`src/rtl/ram_bist_pkg.sv`:
```
// Shared types and constants for the ram_bist March C- engine.
package ram_bist_pkg;

    typedef enum logic [2:0] {IDLE, E0_W, E1_RW, E2_RW, E3_R, DONE} state_t;
    typedef enum logic [1:0] {RD_ISSUE, WAIT, CHECK} sub_t;

    localparam logic [7:0] ERR_MAX = 8'd255;

endpackage

```
`src/rtl/ram_bist_addr_gen.sv`:
```
// Up/down address counter for the BIST elements; load picks the start end from dir_i.
module ram_bist_addr_gen #(
    parameter int A_WIDTH = 5
) (
    input  logic               clk_i,
    input  logic               rst_i,
    input  logic               load_i,
    input  logic               dir_i,
    input  logic               step_i,
    output logic [A_WIDTH-1:0] addr_o,
    output logic               last_o
);

    logic [A_WIDTH-1:0] cnt_q, cnt_d;
    logic               dir_q, dir_d;

    always_comb begin
        cnt_d = cnt_q;
        dir_d = dir_q;
        if (load_i) begin
            cnt_d = dir_i ? '1 : '0;
            dir_d = dir_i;
        end else if (step_i) begin
            cnt_d = dir_q ? cnt_q - 1'b1 : cnt_q + 1'b1;
        end
    end

    always_ff @(posedge clk_i) begin
        if (!rst_i) begin
            cnt_q <= '0;
            dir_q <= 1'b0;
        end else begin
            cnt_q <= cnt_d;
            dir_q <= dir_d;
        end
    end

    assign addr_o = cnt_q;
    assign last_o = dir_q ? (cnt_q == '0) : (cnt_q == '1);

endmodule

```
`src/rtl/ram_bist.sv`:
```
// March C- BIST initiator for the ram_if write/read port.
// RAM_BIST_CONTINUE_EN: run to completion on mismatches and count them (saturating).
module ram_bist
    import ram_bist_pkg::*;
#(
    parameter int                 D_WIDTH = 32,
    parameter int                 A_WIDTH = 5,
    parameter int                 RD_LAT  = 1,
    parameter logic [D_WIDTH-1:0] BG      = '0
) (
    input  logic               clk_i,
    input  logic               rst_i,          // active low
    input  logic               start_i,
    output logic               busy_o,
    output logic               done_o,
    output logic               pass_o,
    output logic [A_WIDTH-1:0] fail_addr_o,
    output logic [D_WIDTH-1:0] fail_data_o,
    output logic [7:0]         err_count_o,
    output logic               write_en_o,
    output logic [A_WIDTH-1:0] write_addr_o,
    output logic [D_WIDTH-1:0] write_data_o,
    output logic               read_en_o,
    output logic [A_WIDTH-1:0] read_addr_o,
    input  logic [D_WIDTH-1:0] read_data_i
);

`ifdef RAM_BIST_CONTINUE_EN
    localparam bit CONT = 1'b1;
`else
    localparam bit CONT = 1'b0;
`endif

    state_t             state_q, state_d;
    sub_t               sub_q, sub_d;
    logic [1:0]         wait_q, wait_d;
    logic [A_WIDTH-1:0] addr;
    logic               last, load, dir, step;
    logic               rw_elem, mism, accept;
    logic [D_WIDTH-1:0] exp_data;
    logic               busy_q, busy_d, done_q, done_d;
    logic               wen_q, wen_d, ren_q, ren_d;
    logic [D_WIDTH-1:0] wdata_q, wdata_d;
    logic               pass_q, seen_q;
    logic [A_WIDTH-1:0] fail_addr_q;
    logic [D_WIDTH-1:0] fail_data_q;
    logic [7:0]         err_q;

    ram_bist_addr_gen #(.A_WIDTH(A_WIDTH)) u_addr (
        .clk_i  (clk_i),
        .rst_i  (rst_i),
        .load_i (load),
        .dir_i  (dir),
        .step_i (step),
        .addr_o (addr),
        .last_o (last)
    );

    assign rw_elem  = (state_q == E1_RW) || (state_q == E2_RW) || (state_q == E3_R);
    assign exp_data = (state_q == E2_RW) ? ~BG : BG;
    assign mism     = rw_elem && (sub_q == CHECK) && (read_data_i != exp_data);
    assign accept   = (state_q == IDLE) && start_i;

    always_comb begin
        state_d = state_q;
        sub_d   = sub_q;
        wait_d  = wait_q;
        load    = 1'b0;
        dir     = 1'b0;
        step    = 1'b0;
        case (state_q)
            IDLE: if (start_i) begin
                state_d = E0_W;
                sub_d   = RD_ISSUE;
                load    = 1'b1;
            end
            E0_W: begin
                step = 1'b1;
                if (last) begin
                    state_d = E1_RW;
                    load    = 1'b1;
                end
            end
            E1_RW, E2_RW, E3_R: begin
                case (sub_q)
                    RD_ISSUE: begin
                        sub_d  = (RD_LAT == 1) ? CHECK : WAIT;
                        wait_d = 2'(RD_LAT - 2);
                    end
                    WAIT: begin
                        if (wait_q == '0) sub_d = CHECK;
                        else              wait_d = wait_q - 1'b1;
                    end
                    default: begin
                        if (mism && !CONT) begin
                            state_d = DONE;
                        end else begin
                            step  = 1'b1;
                            sub_d = RD_ISSUE;
                            if (last) begin
                                case (state_q)
                                    E1_RW:   begin state_d = E2_RW; load = 1'b1; dir = 1'b1; end
                                    E2_RW:   begin state_d = E3_R;  load = 1'b1; end
                                    default: state_d = DONE;
                                endcase
                            end
                        end
                    end
                endcase
            end
            default: state_d = IDLE;
        endcase

        // Strobes are registered from the next state so they line up with state_q.
        busy_d  = (state_d == E0_W) || (state_d == E1_RW) || (state_d == E2_RW) || (state_d == E3_R);
        done_d  = (state_d == DONE);
        ren_d   = busy_d && (state_d != E0_W) && (sub_d == RD_ISSUE);
        wen_d   = (state_d == E0_W) || (((state_d == E1_RW) || (state_d == E2_RW)) && (sub_d == CHECK));
        wdata_d = (state_d == E1_RW) ? ~BG : BG;
    end

    always_ff @(posedge clk_i) begin
        if (!rst_i) begin
            state_q     <= IDLE;
            sub_q       <= RD_ISSUE;
            wait_q      <= '0;
            busy_q      <= 1'b0;
            done_q      <= 1'b0;
            wen_q       <= 1'b0;
            ren_q       <= 1'b0;
            wdata_q     <= '0;
            pass_q      <= 1'b0;
            seen_q      <= 1'b0;
            fail_addr_q <= '0;
            fail_data_q <= '0;
            err_q       <= '0;
        end else begin
            state_q <= state_d;
            sub_q   <= sub_d;
            wait_q  <= wait_d;
            busy_q  <= busy_d;
            done_q  <= done_d;
            wen_q   <= wen_d;
            ren_q   <= ren_d;
            wdata_q <= wdata_d;
            if (accept) begin
                pass_q      <= 1'b0;
                seen_q      <= 1'b0;
                fail_addr_q <= '0;
                fail_data_q <= '0;
                err_q       <= '0;
            end else if (mism) begin
                seen_q <= 1'b1;
                if (!seen_q) begin
                    fail_addr_q <= addr;
                    fail_data_q <= read_data_i;
                end
                if (CONT) err_q <= (err_q == ERR_MAX) ? err_q : err_q + 1'b1;
                else      err_q <= 8'd1;
            end
            if ((state_d == DONE) && (state_q != DONE)) pass_q <= !(seen_q || mism);
        end
    end

    // In stop-on-error mode the write riding in a failing CHECK cycle is dropped.
    assign write_en_o   = wen_q & ~(mism & ~CONT);
    assign read_en_o    = ren_q;
    assign write_addr_o = addr;
    assign read_addr_o  = addr;
    assign write_data_o = wdata_q;
    assign busy_o       = busy_q;
    assign done_o       = done_q;
    assign pass_o       = pass_q;
    assign fail_addr_o  = fail_addr_q;
    assign fail_data_o  = fail_data_q;
    assign err_count_o  = err_q;

endmodule

```
`config.mk`:
```
export PLATFORM = sky130hd
export DESIGN_NAME = ram_bist
export DESIGN_NICKNAME = d
export VERILOG_FILES = /design/src/rtl/ram_bist_pkg.sv /design/src/rtl/ram_bist_addr_gen.sv /design/src/rtl/ram_bist.sv
export SDC_FILE = /design/constraint.sdc
export NUM_CORES = 1
export LEC_CHECK = 0
export ABC_AREA = 0
export CORE_UTILIZATION = 46
export CTS_CLUSTER_DIAMETER = 50
export DETAILED_ROUTE_END_ITERATION = 12
export PLACE_DENSITY_LB_ADDON = 0.15
export SETUP_SLACK_MARGIN = 0.5
export SLEW_MARGIN = 10
export SYNTH_ARGS = -nofsm -noshare
export SYNTH_HDL_FRONTEND = slang
export SYNTH_SLANG_ARGS = --single-unit
```
`constraint.sdc`:
```
create_clock -name clk_i -period 6.2 [get_ports clk_i]
set_input_delay 1.24 -clock clk_i [delete_from_list [all_inputs] [get_ports clk_i]]
set_output_delay 1.24 -clock clk_i [all_outputs]
set_load 0.02 [all_outputs]
```
==> run_results.csv <==
group,metric,value,unit
logic_synthesis,ys_ff_latch,57,
floorplan,core,6030,um2
clock_network,cts-root-buf,"clkbuf_8",
timing,setup_tns,0,ps
logic_synthesis,synth.avg_cell_area,7.90,um2
floorplan,die_w,81.9,um
clock_network,clk_pin_slew,60,ps
critical_path,critPathArrivalTime,3750,ps
grt,overflow,0,
logic_synthesis,async_flop_share,0,%
power_and_ir_drop,p_leak,1.37,nW
finish,diodes,0,
timing,fin_crit,4990,ps
timing,hold_violations,0,
grt,grt_pass1_wl,11.5,mm
power_and_ir_drop,powerDensity,215,nW/um2
clock_network,clock_sinks,57,
timing,fin_crit_sh,80.4,%
min_path,hold_class,"reg -> reg",
placement,dp_hpwl,5.55,mm
floorplan,die_h,81.9,um
routing,postRouteWirelength,7.57,mm
routing,drt_iter0_markers,154,
routing,vias,2744,
routing,wire_per_inst,14.3,um
clock_network,cts_tree,"built",
finish,utilization,67.0,%
logic_synthesis,yosysSeqAreaShare,38.8,%
logic_synthesis,yosysWarningCount,0,
floorplan,die_area,6710,um2
clock_network,numCtsBuffers,9,
routing,drc,0,
finish,fin_area,4040,um2
finish,syn_to_final_growth,37.5,%
logic_synthesis,synthFlopType,"dfxtp_1",
run,maxCapViolCount,0,
status,status,"finished, final reports clean",
timing,worst_slew_pin_slew,887,ps
logic_synthesis,synthCells,372,
clock_network,clockBufferDepth,2,
timing,finalClockSkew,4.33,ps
power_and_ir_drop,vdd_drop_max,0.153,mV
critical_path,critPathKind,"in -> out",
critical_path,cp-end-kind,"output port",
floorplan,pin_count,127,
clock_network,ctsResizeCount,0,
grt,grt_max_degree,38,
routing,drtAntennaViolNets,0,
clock_network,cts_setup_buffers,0,
timing,slew_violations,0,
finish,layout.nets,492,
timing,slew_headroom,40.8,%
placement,place_congestion,0.891,
finish,drive_gt1_share,5.05,%
floorplan,row_count,28,
critical_path,crit_path_start_kind,"input port",
clock_network,hold_buffers,0,
timing,setup_viol,0,
timing,hold_slack,451,ps
logic_synthesis,syn_area,2940,um2
logic_synthesis,synth_edf_count,0,
logic_synthesis,synth_cell_types,48,
clock_network,htree_num_levels,3,
grt,grt_usage,23.0,%
routing,via_per_inst,5.18,
routing,first_pass_iters,5,
floorplan,initial_core_util,48.8,%
critical_path,critical_path_required,4960,ps
power_and_ir_drop,total_power,869,uW
timing,max_freq,201,MHz
grt,antenna_found_initial,0,
placement,placedInstanceArea,3880,um2
timing,rsz0062_at_grt,"no",
critical_path,crit_fanout,7,
placement,place.port_buffers,119,
grt,grt_pass1_vias,2370,
clock_network,clkLatencyLatePin,340,ps
-- metrics by stage --
step | setup WS [ps] | std cells
6_report | 1210 | 530
5_1_grt | 1090 | 530
4_1_cts | 1220 | 530
3_5_place_dp | 1220 | 516
3_3_place_gp | 1270 | 516
2_1_floorplan | 2560 | 378
-- synth_stat cells (2+ instances only) --
master / number / area share [%]
nor2b_1: 3 / 0.64
nand2b_1: 6 / 1.3
a21oi_1: 55 / 9.4
dfxtp_1: 57 / 39
a21o_1: 3 / 0.77
and2_1: 5 / 1.1
inv_1: 11 / 1.4
nor2_1: 14 / 1.8
xnor2_1: 4 / 1.2
clkbuf_1: 8 / 1.0
nand4_1: 11 / 2.3
o311ai_1: 2 / 0.60
o21a_1: 4 / 1.0
nor4_1: 10 / 2.1
ha_1: 4 / 1.7
a2111oi_0: 2 / 0.60
a21boi_0: 2 / 0.51
o21ai_1: 2 / 0.34
and3_1: 3 / 0.64
nor3_1: 4 / 0.68
a211oi_1: 3 / 0.77
nand2_1: 83 / 11
o21bai_1: 2 / 0.51
buf_2: 7 / 1.2
buf_4: 44 / 11
-- worst paths after layout --
path / from / end / slack, ps / cells after the start
setup / recovery: read_data_i[26] / write_en_o / 1210 / 7
hold / removal: fail_data_o[19]$_SDFFE_PP0P_ / fail_data_o[19]$_SDFFE_PP0P_ / 450 / 2
setup reg to reg: state_q[1]$_SDFF_PN0_ / wen_q$_SDFF_PN0_ / 3490 / 7
hold reg to reg: fail_data_o[19]$_SDFFE_PP0P_ / fail_data_o[19]$_SDFFE_PP0P_ / 450 / 2
-- cell type report --
type	instances	area, um2
Inverter	11	41.3
Multi-Input combinational cell	251	1390
Clock buffer	14	163
Tap cell	75	93.8
Timing Repair Buffer	122	1210
Sequential cell	57	1140
Fill cell	517	1990
-- metal layers --
metal	track usage, %	share of wire (%)
met1	29.2	45
met2	37.2	47
met3	4.67	6.8
met4	11.1	1.0
met5	0	0
-- kinds of logic after synthesis --
kind of cell / synth area share (%)
AOI/OAI and AO/OA: 19.0
xor gates and xnor gates: 1.19
adders and majority gates: 2.39
buffers and inverters: 14.9
DFF: 38.8
other: 0.128
and+or+nand+nor: 23.6
-- placed cells by master, fill, tap and decap left out, types with 2 or more instances in the layout --
cell and instances:
nor2b_1 3, and2_1 5, clkbuf_8 11, a21boi_0 2
ha_1 4, inv_1 11, a211oi_1 3, nor2_1 14
a21o_1 3, a21oi_1 55, o311ai_1 2, buf_4 3
o21a_1 4, conb_1 7, o21bai_1 2, and3_1 3
clkbuf_1 3, a2111oi_0 2, dfxtp_1 57, clkdlybuf4s50_1 119
nor3_1 4, xnor2_1 4, nand4_1 11, nor4_1 10
nand2_1 83, nand2b_1 6
-- power by group --
group | switching [mW] | total [mW] | internal (mW)
clock network | 0.139 | 0.302 | 0.163
registers | 0.0179 | 0.395 | 0.377
logic | 0.0901 | 0.173 | 0.0826
-- flip-flops by register name (all words and copies together) (netlist names), 2 cells and up --
name	count
sub_q	2
wait_q	2
state_q	3
u_addr.addr_o	5
fail_data_o	32
fail_addr_o	5
-- critical path, cell delays in order --
cell	delay (ps)
clkdlybuf4s50_1	520
nand4_1	140
nor4_1	440
a21oi_1	280
o221ai_2	350
and2_1	170
clkdlybuf4s50_1	590
Power figures use the tool's default switching activity.
